`src/rtl/seq_mul_pkg.sv`:
```
// Shared types and sizing helpers for the iterative shift-add multiplier.
package seq_mul_pkg;

  typedef enum logic [1:0] {
    StIdle,
    StCalc,
    StDone
  } state_e;

  // Counter must hold values 0..width inclusive.
  function automatic int unsigned cnt_width(input int unsigned width);
    return $clog2(width + 1);
  endfunction

endpackage

```
`src/rtl/seq_mul_cond_neg.sv`:
```
// Conditional two's-complement negation: y = neg ? -x : x, wrapping at W bits.
module seq_mul_cond_neg #(
  parameter int unsigned W = 8
) (
  input  logic         neg,
  input  logic [W-1:0] x,
  output logic [W-1:0] y
);

  assign y = neg ? -x : x;

endmodule

```
`src/rtl/seq_mul.sv`:
```
// Sequential shift-add multiplier: one partial product per cycle, valid/ready on both
// sides, runtime signed/unsigned mode operating on operand magnitudes.
module seq_mul
  import seq_mul_pkg::*;
#(
  parameter int unsigned WIDTH     = 8,
  parameter bit          SIGNED_EN = 1'b1
) (
  input  logic               clk,
  input  logic               rst_n,
  input  logic               in_valid,
  output logic               in_ready,
  input  logic [WIDTH-1:0]   a,
  input  logic [WIDTH-1:0]   b,
  input  logic               signed_mode,
  output logic               out_valid,
  input  logic               out_ready,
  output logic [2*WIDTH-1:0] p,
  output logic               busy
);

  localparam int unsigned PW   = 2 * WIDTH;
  localparam int unsigned CntW = cnt_width(WIDTH);
  localparam logic [CntW-1:0] CntLast = CntW'(WIDTH - 1);
  localparam logic [CntW-1:0] CntOne  = CntW'(1);

  state_e            state_q, state_d;
  logic [WIDTH-1:0]  mcand_q, mcand_d;
  logic [WIDTH-1:0]  mplier_q, mplier_d;
  logic [PW-1:0]     acc_q, acc_d;
  logic [PW-1:0]     p_q, p_d;
  logic [CntW-1:0]   cnt_q, cnt_d;
  logic              neg_q, neg_d;

  logic              eff_signed;
  logic [WIDTH-1:0]  mag_a, mag_b;
  logic [WIDTH:0]    sum;
  logic [PW-1:0]     acc_next;
  logic [PW-1:0]     p_signed;

  // With SIGNED_EN=0 this folds to 0 and the negation logic collapses.
  assign eff_signed = SIGNED_EN & signed_mode;

  seq_mul_cond_neg #(.W(WIDTH)) u_mag_a (
    .neg (eff_signed & a[WIDTH-1]),
    .x   (a),
    .y   (mag_a)
  );

  seq_mul_cond_neg #(.W(WIDTH)) u_mag_b (
    .neg (eff_signed & b[WIDTH-1]),
    .x   (b),
    .y   (mag_b)
  );

  // Add into the upper half with a carry bit, then shift the whole accumulator right.
  always_comb begin
    sum      = {1'b0, acc_q[PW-1:WIDTH]} + {1'b0, mcand_q & {WIDTH{mplier_q[0]}}};
    acc_next = {sum, acc_q[WIDTH-1:1]};
  end

  seq_mul_cond_neg #(.W(PW)) u_neg_p (
    .neg (neg_q),
    .x   (acc_next),
    .y   (p_signed)
  );

  always_comb begin
    state_d   = state_q;
    mcand_d   = mcand_q;
    mplier_d  = mplier_q;
    acc_d     = acc_q;
    cnt_d     = cnt_q;
    neg_d     = neg_q;
    p_d       = p_q;
    in_ready  = 1'b0;
    out_valid = 1'b0;
    busy      = 1'b0;

    unique case (state_q)
      StIdle: begin
        in_ready = 1'b1;
        if (in_valid) begin
          state_d  = StCalc;
          mcand_d  = mag_a;
          mplier_d = mag_b;
          neg_d    = eff_signed & (a[WIDTH-1] ^ b[WIDTH-1]);
          acc_d    = '0;
          cnt_d    = '0;
        end
      end
      StCalc: begin
        busy     = 1'b1;
        acc_d    = acc_next;
        mplier_d = mplier_q >> 1;
        cnt_d    = cnt_q + CntOne;
        if (cnt_q == CntLast) begin
          state_d = StDone;
          p_d     = p_signed;
        end
      end
      StDone: begin
        busy      = 1'b1;
        out_valid = 1'b1;
        if (out_ready) state_d = StIdle;
      end
      default: state_d = StIdle;
    endcase
  end

  always_ff @(posedge clk or negedge rst_n) begin
    if (!rst_n) begin
      state_q  <= StIdle;
      mcand_q  <= '0;
      mplier_q <= '0;
      acc_q    <= '0;
      cnt_q    <= '0;
      neg_q    <= 1'b0;
      p_q      <= '0;
    end else begin
      state_q  <= state_d;
      mcand_q  <= mcand_d;
      mplier_q <= mplier_d;
      acc_q    <= acc_d;
      cnt_q    <= cnt_d;
      neg_q    <= neg_d;
      p_q      <= p_d;
    end
  end

  assign p = p_q;

endmodule

```
`config.mk`:
```
export PLATFORM = sky130hd
export DESIGN_NAME = seq_mul
export DESIGN_NICKNAME = d
export VERILOG_FILES = /design/src/rtl/seq_mul_pkg.sv /design/src/rtl/seq_mul_cond_neg.sv /design/src/rtl/seq_mul.sv
export SDC_FILE = /design/constraint.sdc
export NUM_CORES = 1
export LEC_CHECK = 0
export BUFFER_PORTS_ARGS = -buffer_cell sky130_fd_sc_hd__buf_4
export CORE_AREA = 3 3 87 97
export CTS_CLUSTER_SIZE = 25
export DETAILED_ROUTE_END_ITERATION = 8
export DIE_AREA = 0 0 90 100
export PLACE_DENSITY = 0.65
export SLEW_MARGIN = 20
export SYNTH_ARGS = -nofsm -noshare
export SYNTH_HDL_FRONTEND = slang
export SYNTH_HIERARCHICAL = 1
export SYNTH_SLANG_ARGS = --single-unit
```
`constraint.sdc`:
```
create_clock -name clk -period 7.85 [get_ports clk]
set_clock_uncertainty 0.05 [all_clocks]
set_input_delay 1.57 -clock clk [delete_from_list [all_inputs] [get_ports clk]]
set_output_delay 1.57 -clock clk [all_outputs]
set_load 0.02 [all_outputs]
```
### Word level (Yosys, flattened, before mapping)

Cells that the tools add are included.
Widths: inputs -> output; s select.

| word-level totals | value |
|---|---|
| register bits | 55 |
| output and inout port bits | 19 |

| cells by class | value |
|---|---|
| $add $sub $neg | 5 |
| equality and inequality tests | 6 |
| muxes and demuxes | 16 |
| bitwise logic cells | 5 |
| reductions and logical operators | 7 |

Operators by type and width:

| cell | number |
|---|---|
| $mux 16 | 2 |
| $pmux 16 s2 | 1 |
| $mux 8 | 3 |
| $neg 16->16 | 1 |
| $neg 8->8 | 2 |
| $pmux 8 s2 | 1 |
| $add 8x8->9 | 1 |
| $and 8x8->8 | 1 |
| $pmux 4 s2 | 1 |
| $mux 2 | 3 |
| $ne 2x2->1 const B | 3 |
| $pmux 2 s3 | 1 |
| $reduce_and 2->1 | 3 |
| $add 4x1->4 const B | 1 |
| $eq 4x3->1 const B | 1 |
| $mux 4 | 1 |
| $and 1x1->1 | 3 |
| $mux 1 | 3 |
| $reduce_and 3->1 | 1 |
| $eq 2x1->1 const B | 1 |
| $eq 2x2->1 const B | 1 |
| $logic_not 2->1 | 1 |
| $reduce_bool 2->1 | 1 |
| $reduce_or 2->1 | 1 |
| $xor 1x1->1 | 1 |

### Depth between registers and ports, before layout

Gate-level depths: netlist of the first run.

| logic depth | value |
|---|---|
| depth in word-level cells | 4 |
| depth in mapped cells | 11 |
| gate-level depth less buffers | 11 |

### By module

The synthesis of the first run kept the hierarchy.

Modules (own cells, without submodules):

| module | instances | cells an instance | area an instance (µm²) | sequential area each (µm²) |
|---|---|---|---|---|
| seq_mul | 1 | 214 | 2593.7 | 1351.3 |
| seq_mul_cond_neg at u_neg_p | 1 | 51 | 399.1 | 0.0 |
| seq_mul_cond_neg at u_mag_a ... | 2 | 21 | 171.4 | 0.0 |

### Least setup slack after synthesis of the first run

OpenSTA, ideal clock, no wires.

| path | value |
|---|---|
| kind | register to register |
| start | reg mplier_q[0] |
| end | reg p_q[14], in the netlist p[14] |
| setup time | 125 ps |
| arrival | 2651 ps |
| data required time | 7675 ps |
| slack | 5024 ps |
| stages on the path, launching flop included | 12 |
| path buffers | 0 |
| clock period less this slack | 2826 ps |
| cells stage by stage | dfrtp_1 and2_1 ha_1 a21oi_1 a21oi_1 or3_2 and2_1 nor4_1 nand2_1 a21oi_2 xnor2_1 mux2_2 |

| between the ends | value |
|---|---|
| cells in the longest elaborated chain, start to end | 4 |

Ends and longest elaborated chain:

| what | line | source |
|---|---|---|
| start: declaration | seq_mul.sv:29 | `logic [WIDTH-1:0] mplier_q, mplier_d;` |
| start signal: assignment | seq_mul.sv:123 | `mplier_q <= mplier_d;` |
| $and 8x8->8 | seq_mul.sv:58 | `sum = {1'b0, acc_q[PW-1:WIDTH]} + {1'b0, mcand_q & {WIDTH{mplier_q[0]}}};` |
| $add 8x8->9 | seq_mul.sv:58 |  |
| net sum[5] | seq_mul.sv:37 | `logic [WIDTH:0] sum;` |
| $neg 16->16 | seq_mul_cond_neg.sv:10 | `assign y = neg ? -x : x;` |
| $mux 16 | seq_mul_cond_neg.sv:10 |  |
| net p_signed[14] | seq_mul.sv:39 | `logic [PW-1:0] p_signed;` |
| end signal: assignment | seq_mul.sv:127 | `p_q <= p_d;` |
| end: declaration | seq_mul.sv:31 | `logic [PW-1:0] p_q, p_d;` |

The timed path passes the listed nets, and every way through them passes these cells.
A chain may end at the register's enable or synchronous reset.

### Final worst setup path of the first run

Same ends and word-level chain as after synthesis.

==> metrics.csv, run 1 <==
stage,metric,value,unit
die,DIE WIDTH,90,µm
drt,via count,2306,
die,IO Count,40,
drt,DRT Pass-1 Iters,4,
grt,vias in the first global route,2299,
power,PD cells,439,nW/µm²
setup_path,startpoint class of the critical path,flip-flop,
power,worst vdd ir,157,µV
setup_path,reg2reg start,mplier_q[0]$_DFFE_PN0P_,
setup_path,maximum fanout along the worst path,9,
place,DP Wirelength,4.70,mm
grt,met3 usage,3.00,%
die,Initial Util,44.4,%
final_layout,Finished Layout Cells,445,
timing,Final period util,39.2,%
run,Max Cap Viol,0,
grt,gr usage total,14.4,%
final_layout,ant diodes,0,
grt,global routing's busiest layer,met2,
grt,initial antenna violation count,0,
setup_path,worst path arrival time,3230,ps
clocking,Post-CTS Setup Inserts,0,
drt,Initial DRC Count,92,
final_layout,most frequent cells in the layout,"dfrtp_1, buf_4, xnor2_1",
setup_path,Worst EP required,8000,ps
timing,slew margin rel.,52.5,%
timing,min Tclk post-route,3080,ps
clocking,CTS root buf,clkbuf_8,
clocking,CTS Hold Bufs,0,
power,total power,1.65,mW
grt,pin count of the biggest net entering global routing,55,
die,Core Footprint,7510,µm²
synthesis,Syn. warnings,6,
place,placed cells,437,
synthesis,Yosys top cell by area,dfrtp_1,
clocking,clk_lat worst skew,310,ps
synthesis,Avg Inst Size Synth,10.9,µm²
setup_path,Setup crit end,p[14]$_DFFE_PN0P_,
final_layout,Filler cells,716,
setup_path,critical path launch point,mplier_q[0]$_DFFE_PN0P_,
timing,max-slew violations,0,
setup_path,kind of critical path,flip-flop to flip-flop,
clocking,Post-CTS Resized,0,
final_layout,layout cells sized above 1,29.1,%
clocking,CTS buffer count,5,
place,placed cell area,3670,µm²
clocking,clk slew on worst S/H paths,90,ps
outcome,status,"finished, final reports clean",
timing,Peak Freq,325,MHz
timing,setup tns final,0,ps
grt,met1 Usage GRT,17.6,%
grt,met2 Usage GRT,25.7,%
hold_path,hold crit path type,flip-flop to flip-flop,
clocking,CTS tree,yes,
synthesis,top-area cell type share of the netlist area,40.5,%
synthesis,Synth Register Bits,54,
synthesis,"Seq/Total Area, Yosys",40.5,%
grt,first-pass GRT wire length,10.7,mm
setup_path,flop2flop setup slack,4770,ps
synthesis,Mapped Nets,344,
timing,final setup fails,0,
synthesis,Async SR Flop Fraction,100,%
grt,total grt overflow,0,
timing,worst-margin pin slew,712,ps
place,RD Place Congestion,0.773,
clocking,# H-tree levels,2,
setup_path,Crit. End Element,flip-flop,
setup_path,Reg2Reg Depth,11,
synthesis,Mapped Area,3340,µm²
drt,post-route ant nets,0,
synthesis,synth top area cells,"dfrtp_1, mux2_2, xnor2_1, ha_1, a22o_1",
drt,final wirelength,6.25,mm
final_layout,"commonest non-fill, non-tap cell in the layout",dfrtp_1,
drt,WL/cell,14.0,µm
power,Leakage,1.71,nW
final_layout,Layout Nets,376,
final_layout,final instance area,3760,µm²
synthesis,cell count after synthesis,307,
synthesis,Post-synth EDFFs,0,
clocking,Bufs on Longest Clock Path,2,
die,number of core rows,33,
synthesis,Synth Flop Type,dfrtp_1,
timing,Fin. Hold Viols,0,
final_layout,area delta synth->final,12.7,%
clocking,Sink Count,54,
timing,RSZ-0062 raised after global routing,no,
drt,residual DRC count,0,
synthesis,"Distinct cells, synth",49,
die,die height,100,µm
setup_path,worst r2r dst,p[14]$_DFFE_PN0P_,
die,Die Footprint,9000,µm²
drt,via/cell ratio,5.18,
place,port buffer count,39,
==> kinds of logic after synthesis <==
logic type,after synthesis,synth area share (%)
XOR/XNOR,33,8.66
flip-flops,54,40.5
multiplexers,28,9.38
AO/OA/AOI/OAI,81,18.9
buffers and inverters,30,4.65
AND/OR/NAND/NOR,65,11.6
adder cells (fa/ha/maj),16,6.23
==> how the worst min path moves through the flow <==
stage,start,endpoint,slack [ps],cells past startpoint
final,mplier_q[7]$_DFFE_PN0P_,mplier_q[7]$_DFFE_PN0P_,440,2
after global routing,mplier_q[7]$_DFFE_PN0P_,mplier_q[7]$_DFFE_PN0P_,480,2
after CTS,mplier_q[7]$_DFFE_PN0P_,mplier_q[7]$_DFFE_PN0P_,450,2
after detailed placement,mplier_q[7]$_DFFE_PN0P_,mplier_q[7]$_DFFE_PN0P_,430,2
after global placement,mplier_q[7]$_DFFE_PN0P_,mplier_q[7]$_DFFE_PN0P_,420,2
after floorplan,neg_q$_DFFE_PN0P_,neg_q$_DFFE_PN0P_,400,2
==> layer usage <==
| metal | vias up | part of all wire (%) |
|---|---|---|
| li1 | 1157 | - |
| met1 | 1088 | 45 |
| met2 | 51 | 49 |
| met3 | 10 | 4.0 |
| met4 | 0 | 1.7 |
| met5 | - | 0 |
==> Yosys cell counts (6+ instances only) <==
| master | count |
|---|---|
| o21ai_1 | 6 |
| o22ai_1 | 12 |
| nand2_1 | 21 |
| dfrtp_1 | 54 |
| a22o_1 | 15 |
| a21oi_1 | 11 |
| inv_1 | 14 |
| mux2_2 | 26 |
| nand2b_1 | 7 |
| xnor2_1 | 28 |
| ha_1 | 15 |
| o21ai_0 | 14 |
| and2_1 | 12 |
| buf_2 | 8 |
| nor2_1 | 6 |
==> critical path, cell delays in order, from the launching register on <==
cell and delay, ps:
dfrtp_1 450, and2_1 170, ha_1 330, a21oi_1 230, a21oi_1 100, or3_2 420, and2_1 230, nor4_1 390
nand2_1 120, a21oi_2 170, xnor2_1 70, mux2_2 260
==> flip-flops by register name, indices dropped and copies added (netlist names) <==
| name | count |
|---|---|
| neg_q | 1 |
| acc_q | 15 |
| mcand_q | 8 |
| p | 16 |
| state_q | 2 |
| cnt_q | 4 |
| mplier_q | 8 |
==> layout make-up <==
| type | instances | area [µm²] | share of cell area (%) |
|---|---|---|---|
| Timing Repair Buffer | 40 | 300 | 7.99 |
| Multi-Input combinational cell | 223 | 1830 | 48.7 |
| Clock buffer | 5 | 68.8 | 1.83 |
| Inverter | 15 | 56.3 | 1.50 |
| Sequential cell | 54 | 1350 | 36.0 |
| Clock inverter | 3 | 21.3 | 0.566 |
| Tap cell | 105 | 131 | 3.50 |
==> power by group <==
group / total [mW] / switching [mW] / leakage (nW) / internal, mW
logic: 0.998 / 0.543 / 0.975 / 0.455
clock network: 0.154 / 0.0909 / 0.0441 / 0.0628
registers: 0.497 / 0.102 / 0.688 / 0.395
==> metrics by stage <==
| stage | utilization [%] | hold WS (ps) | setup slack (ps) |
|---|---|---|---|
| finish | 50.0 | 443 | 4770 |
| floorplan | - | 398 | 5020 |
| CTS | 50.0 | 448 | 4760 |
| global placement | 48.8 | 422 | 4850 |
| global route | 50.0 | 477 | 4510 |
| detailed placement | 48.8 | 426 | 4780 |
Power figures use the tool's default switching activity.
==> run 2: changes to the inputs <==
==> constraint.sdc (replaced) <==
create_clock -name clk -period 3.2 [get_ports clk]
set_clock_uncertainty 0.05 [all_clocks]
set_input_delay 0.64 -clock clk [delete_from_list [all_inputs] [get_ports clk]]
set_output_delay 0.64 -clock clk [all_outputs]
set_load 0.02 [all_outputs]
==> run 2 against run 1 <==
  * Sequential power rose by 150%
  * Non-clock buffer count grew 1
  * Hold slack worse by 130 ps
  * Largest cell class unchanged
  * Largest power group unchanged
==> metrics.csv, run 2 (synthesized netlist as in run 1, its figures left out) <==
stage,metric,value,unit,change
setup_path,startpoint class of the critical path,flip-flop,,
timing,final setup fails,0,,unchanged
timing,worst-margin pin slew,822,ps,+110 ps
grt,gr usage total,14.2,%,-0.22 points
outcome,status,"finished, final reports clean",,
clocking,CTS root buf,clkbuf_8,,
drt,Initial DRC Count,64,,-30%
die,die height,100,µm,unchanged
clocking,clk_lat worst skew,310,ps,about the same
setup_path,Reg2Reg Depth,11,,unchanged
timing,max-slew violations,0,,unchanged
setup_path,crit path cell chain,"and2_1, ha_1, a21oi_1, a21oi_1, or3_2, and2_1, nor4_4, nand2_1, a21oi_2, xnor2_1, mux2_2",,
setup_path,reg2reg start,mplier_q[0]$_DFFE_PN0P_,,
power,worst vdd ir,375,µV,+140%
die,Initial Util,44.4,%,unchanged
grt,first-pass GRT wire length,10.7,mm,-0.64%
timing,Hold WS,314,ps,-129 ps
timing,setup tns final,0,ps,unchanged
final_layout,Filler cells,735,,+2.7%
clocking,CTS Hold Bufs,0,,unchanged
clocking,Sink Count,54,,unchanged
setup_path,critical path launch point,mplier_q[0]$_DFFE_PN0P_,,
grt,initial antenna violation count,0,,unchanged
setup_path,flop2flop setup slack,240,ps,-4530 ps
drt,via count,2308,,+0.087%
clocking,CTS tree,yes,,
final_layout,layout cells sized above 1,29.6,%,+0.50 points
timing,RSZ-0062 raised after global routing,no,,
final_layout,ant diodes,0,,unchanged
setup_path,maximum fanout along the worst path,9,,unchanged
final_layout,area delta synth->final,13.5,%,
die,DIE WIDTH,90,µm,unchanged
setup_path,Setup crit end,p[14]$_DFFE_PN0P_,,
clocking,Post-CTS Setup Inserts,0,,unchanged
clocking,Bufs on Longest Clock Path,2,,unchanged
power,PD cells,1090,nW/µm²,+150%
clocking,# H-tree levels,2,,unchanged
timing,min Tclk post-route,2960,ps,-118 ps
drt,residual DRC count,0,,unchanged
place,pre-CTS WS,157,ps,-4630 ps
die,IO Count,40,,unchanged
timing,Peak Freq,337,MHz,+4.0%
setup_path,Crit. End Element,flip-flop,,
timing,Final period util,92.6,%,+53 points
drt,via/cell ratio,5.17,,-0.14%
final_layout,"commonest non-fill, non-tap cell in the layout",dfrtp_1,,
power,Leakage,1.72,nW,+0.58%
die,number of core rows,33,,unchanged
drt,final wirelength,6.08,mm,-2.7%
drt,WL/cell,13.6,µm,-3.0%
clocking,CTS buffer count,5,,unchanged
timing,Fin. Hold Viols,0,,unchanged
final_layout,most frequent cells in the layout,"dfrtp_1, buf_4, xnor2_1",,
place,DP Wirelength,4.66,mm,-0.66%
place,port buffer count,39,,unchanged
die,Die Footprint,9000,µm²,unchanged
timing,slew margin rel.,43.7,%,-8.8 points
die,Core Footprint,7510,µm²,unchanged
setup_path,Worst EP required,3350,ps,-4650 ps
setup_path,worst r2r dst,p[14]$_DFFE_PN0P_,,
setup_path,critical path's slowest cell,dfrtp_1,,
setup_path,kind of critical path,flip-flop to flip-flop,,
final_layout,max reg flops,16,,unchanged
drt,post-route ant nets,0,,unchanged
setup_path,Max stage delay on crit path,450,ps,about the same
setup_path,worst path arrival time,3110,ps,-120 ps
timing,Final WS setup,237,ps,-4530 ps
final_layout,Layout Nets,377,,+0.27%
hold_path,hold crit path type,input pin to asynchronous set/reset pin,,
place,RD Place Congestion,0.837,,+8.3%
grt,total grt overflow,0,,unchanged
run,Max Cap Viol,0,,unchanged
grt,pin count of the biggest net entering global routing,55,,unchanged
grt,vias in the first global route,2332,,+1.4%
clocking,clk slew on worst S/H paths,100,ps,about the same
drt,DRT Pass-1 Iters,4,,unchanged
run 2: cell count changes in the layout (fill, tap and decap cells not counted):
cell      delta
clkbuf_8     +1
nor4_4       +1
nor4_1       -1
clkinv_4     -1
buf_4        +1
run 2: how the worst min path moves through the flow:
stage,startpoint,end,slack (ps)
after floorplan,rst_n,acc_q[10]$_DFFE_PN0P_,290
after global placement,mplier_q[7]$_DFFE_PN0P_,mplier_q[7]$_DFFE_PN0P_,420
after detailed placement,mplier_q[7]$_DFFE_PN0P_,mplier_q[7]$_DFFE_PN0P_,430
after CTS,rst_n,p[7]$_DFFE_PN0P_,340
after global routing,rst_n,p[8]$_DFFE_PN0P_,370
final,rst_n,p[8]$_DFFE_PN0P_,310
run 2: per-stage QoR:
stage               utilization [%]  power (mW)  area, µm²  std cells
floorplan                         -        3.15       3340        307
global placement               48.9        3.66       3680        438
detailed placement             48.9        3.72       3680        438
CTS                            50.2        4.12       3770        446
global route                   50.4        4.48       3790        446
finish                         50.4        4.13       3790        446
run 2: worst max-delay path, delay by kind of cell, from the launching register on:
| family | cells | cell delay (ps) |
|---|---|---|
| simple gates | 5 | 1230 |
| compound gates | 3 | 480 |
| flops | 1 | 450 |
| fa+ha+maj | 1 | 330 |
| mux | 1 | 260 |
| xor+xnor | 1 | 70 |
run 2: report_power, final:
group | leakage [nW] | internal [mW] | switching, mW | total (mW)
Sequential | 0.688 | 0.970 | 0.247 | 1.22
Clock | 0.0472 | 0.174 | 0.224 | 0.399
Combinational | 0.981 | 1.16 | 1.36 | 2.52
run 2: final cells by class:
class,instances,area [µm²],area share [%]
sequential,54,1350,35.7
multi-input combinational,223,1840,48.7
tap,105,131,3.47
inverter,15,56.3,1.49
clock inverter,2,12.5,0.330
timing repair buffer,41,308,8.13
clock buffer,6,82.6,2.18
run 2: routing by layer:
| metal | share of wire, % | up-vias | GRT usage [%] |
|---|---|---|---|
| li1 | - | 1163 | - |
| met1 | 47 | 1103 | 17.4 |
| met2 | 49 | 36 | 25.9 |
| met3 | 3.5 | 6 | 2.85 |
| met4 | 1.0 | 0 | 3.18 |
| met5 | 0 | - | 0 |
run 2: repair_timing:
item                                    CTS  global route
endpoints found under the setup margin    0             2
gates resized for setup                   0             2
endpoints found under the hold margin     0             0
==> run 3: changes to the inputs <==
--- a/config.mk
+++ b/config.mk
@@ -11,6 +11,7 @@
 export DETAILED_ROUTE_END_ITERATION = 8
 export DIE_AREA = 0 0 90 100
 export PLACE_DENSITY = 0.65
+export SETUP_SLACK_MARGIN = 0.4
 export SLEW_MARGIN = 20
 export SYNTH_ARGS = -nofsm -noshare
 export SYNTH_HDL_FRONTEND = slang
==> run 3 against run 2 <==
  * Combinational power grew 12%
  * Critical path depth is the same
  * Final area rose by 5.0%
  * Die area did not move
  * Non-clock buffer count increased by 5
  * Critical endpoint is now p[15]$_DFFE_PN0P_
  * Register-to-register slack better by 180 ps
  * Sequential share of layout area down 1.7 points
  * Utilization up 2.5 points
  * Largest power group unchanged
  * Clock power up 39%
  * Via count is 2.3% higher
  * First-iteration DRC count rose by 7.8%
==> metrics.csv, run 3 (synthesized netlist as in run 1, its figures left out) <==
stage,metric,value,unit,change
final_layout,Layout Nets,382,,+1.3%
setup_path,worst r2r dst,p[15]$_DFFE_PN0P_,,
drt,via count,2361,,+2.3%
clocking,CTS tree,yes,,
final_layout,layout cells sized above 1,35.0,%,+5.4 points
timing,min Tclk post-route,2780,ps,-179 ps
timing,RSZ-0062 raised after global routing,yes,,
timing,final setup fails,0,,unchanged
final_layout,FF/Latch Area,1350,µm²,unchanged
drt,final wirelength,6.30,mm,+3.6%
grt,total grt overflow,0,,unchanged
setup_path,Crit. End Element,flip-flop,,
clocking,# H-tree levels,2,,unchanged
drt,WL/cell,14.0,µm,+2.5%
final_layout,max reg flops,16,,unchanged
drt,via/cell ratio,5.24,,+1.2%
run,Max Cap Viol,0,,unchanged
setup_path,maximum fanout along the worst path,6,,-3
clocking,clk_lat worst skew,310,ps,about the same
die,Initial Util,44.4,%,unchanged
place,RD Place Congestion,0.878,,+4.9%
hold_path,hold crit path type,input pin to asynchronous set/reset pin,,
die,die height,100,µm,unchanged
timing,setup tns final,0,ps,unchanged
timing,Fin. Hold Viols,0,,unchanged
setup_path,number of buffers and inverters on the critical path,0,,unchanged
final_layout,Filler cells,703,,-4.4%
outcome,status,"finished, final reports clean",,
clocking,Sink Count,54,,unchanged
die,Die Footprint,9000,µm²,unchanged
clocking,CTS root buf,clkbuf_8,,
final_layout,ant diodes,0,,unchanged
grt,met1 Usage GRT,18.3,%,+0.90 points
final_layout,"commonest non-fill, non-tap cell in the layout",dfrtp_1,,
setup_path,startpoint class of the critical path,flip-flop,,
drt,Initial DRC Count,69,,+7.8%
grt,gr usage total,14.4,%,+0.22 points
place,DP Wirelength,4.56,mm,-2.2%
timing,max-slew violations,0,,unchanged
clocking,Bufs on Longest Clock Path,2,,unchanged
timing,Peak Freq,359,MHz,+6.4%
grt,met2 Usage GRT,24.6,%,-1.3 points
grt,pin count of the biggest net entering global routing,55,,unchanged
setup_path,Reg2Reg Depth,11,,unchanged
die,IO Count,40,,unchanged
setup_path,Max stage delay on crit path,430,ps,-20 ps
place,placed cell area,3680,µm²,+0.17%
grt,initial antenna violation count,0,,unchanged
final_layout,most frequent cells in the layout,"dfrtp_1, buf_4, mux2_2",,
die,Core Footprint,7510,µm²,unchanged
timing,Final period util,87.0,%,-5.6 points
die,DIE WIDTH,90,µm,unchanged
grt,global routing's busiest layer,met2,,
grt,vias in the first global route,2321,,-0.47%
setup_path,flop2flop setup slack,420,ps,+180 ps
drt,residual DRC count,0,,unchanged
power,PD cells,1160,nW/µm²,+6.0%
clocking,CTS buffer count,5,,unchanged
final_layout,area of the multi-input gates,1950,µm²,+5.7%
grt,met3 usage,3.30,%,+0.45 points
clocking,clk slew on worst S/H paths,90,ps,about the same
drt,DRT Pass-1 Iters,4,,unchanged
timing,worst-margin pin slew,778,ps,-43.6 ps
die,number of core rows,33,,unchanged
final_layout,area delta synth->final,19.2,%,
drt,post-route ant nets,0,,unchanged
setup_path,Worst EP required,3350,ps,about the same
setup_path,reg2reg start,mplier_q[0]$_DFFE_PN0P_,,
setup_path,worst path arrival time,2940,ps,-170 ps
setup_path,critical path's slowest cell,dfrtp_1,,
setup_path,crit path cell chain,"and2_4, ha_4, fa_2, a21o_1, a221oi_4, xnor2_2, nor4_4, nand2b_1, o21ai_2, xnor2_1, mux2_2",,
place,port buffer count,39,,unchanged
power,worst vdd ir,379,µV,+1.1%
timing,slew margin rel.,48.1,%,+4.4 points
setup_path,kind of critical path,flip-flop to flip-flop,,
final_layout,final instance area,3980,µm²,+5.0%
power,Leakage,1.79,nW,+4.2%
setup_path,largest delay contributor family on the critical path,compound AO/OA/AOI/OAI gates,,
grt,first-pass GRT wire length,10.7,mm,+0.20%
## run 3: cell types whose count changed in the layout (fill, tap and decap cells not counted), moves of 3 or more
| cell | previous run | this run |
|---|---|---|
| buf_4 | 41 | 46 |
| xnor2_2 | 0 | 3 |
| xnor2_1 | 28 | 25 |
| ha_1 | 15 | 11 |
## run 3: worst max-delay path by stage
stage	to	from	depth (start not counted)
2_1_floorplan	p[14]$_DFFE_PN0P_	mplier_q[0]$_DFFE_PN0P_	11
3_3_place_gp	p[14]$_DFFE_PN0P_	mplier_q[0]$_DFFE_PN0P_	11
3_5_place_dp	p[14]$_DFFE_PN0P_	mplier_q[0]$_DFFE_PN0P_	11
4_1_cts	p[14]$_DFFE_PN0P_	mplier_q[0]$_DFFE_PN0P_	11
5_1_grt	p[15]$_DFFE_PN0P_	mplier_q[0]$_DFFE_PN0P_	11
6_report	p[15]$_DFFE_PN0P_	mplier_q[0]$_DFFE_PN0P_	11
## run 3: what timing repair did
action / in CTS / in global routing
hold endpoints to repair: 0 / 0
endpoints found under the setup margin: 4 / 6
setup buffers: 3 / 2
gates resized for setup: 5 / 15
pin swaps: 6 / 10
hold buffers: 0 / 0
## run 3: layout make-up
cell class                 count  area share [%]
clock buffer                   6            2.08
clock inverter                 2            1.51
inverter                      15            1.42
multi-input combinational    223            49.0
sequential                    54            34.0
tap                          105            3.30
timing repair buffer          46            8.68
## run 3: where the power goes
part	switching, mW	leakage (nW)	total, mW	internal, mW
Clock	0.220	0.0714	0.553	0.333
Sequential	0.256	0.688	1.23	0.970
Combinational	1.47	1.03	2.82	1.35
Total	1.94	1.79	4.60	2.66
## run 3: worst register-to-register path: stages, from the launching register on
cell,delay [ps]
dfrtp_1,430
and2_4,180
ha_4,160
fa_2,340
a21o_1,240
a221oi_4,290
xnor2_2,120
nor4_4,280
nand2b_1,110
o21ai_2,150
xnor2_1,80
mux2_2,250
## run 3: per-stage QoR
| step | total power, mW | util [%] | hold WS (ps) | setup slack (ps) | std cells |
|---|---|---|---|---|---|
| final | 4.60 | 52.9 | 301 | 416 | 451 |
| after global routing | 4.97 | 52.9 | 355 | 288 | 451 |
| after CTS | 4.39 | 51.6 | 333 | 388 | 449 |
| after detailed placement | 3.72 | 49.0 | 426 | 231 | 438 |
| after global placement | 3.68 | 49.0 | 418 | 263 | 438 |
| after floorplan | 3.17 | - | 294 | 418 | 307 |
## run 3: per-layer routing
| metal | up-vias | wire [µm] |
|---|---|---|
| met5 | - | 0 |
| met4 | 0 | 76 |
| met3 | 5 | 265 |
| met2 | 52 | 3010 |
| met1 | 1131 | 2940 |
| li1 | 1173 | - |
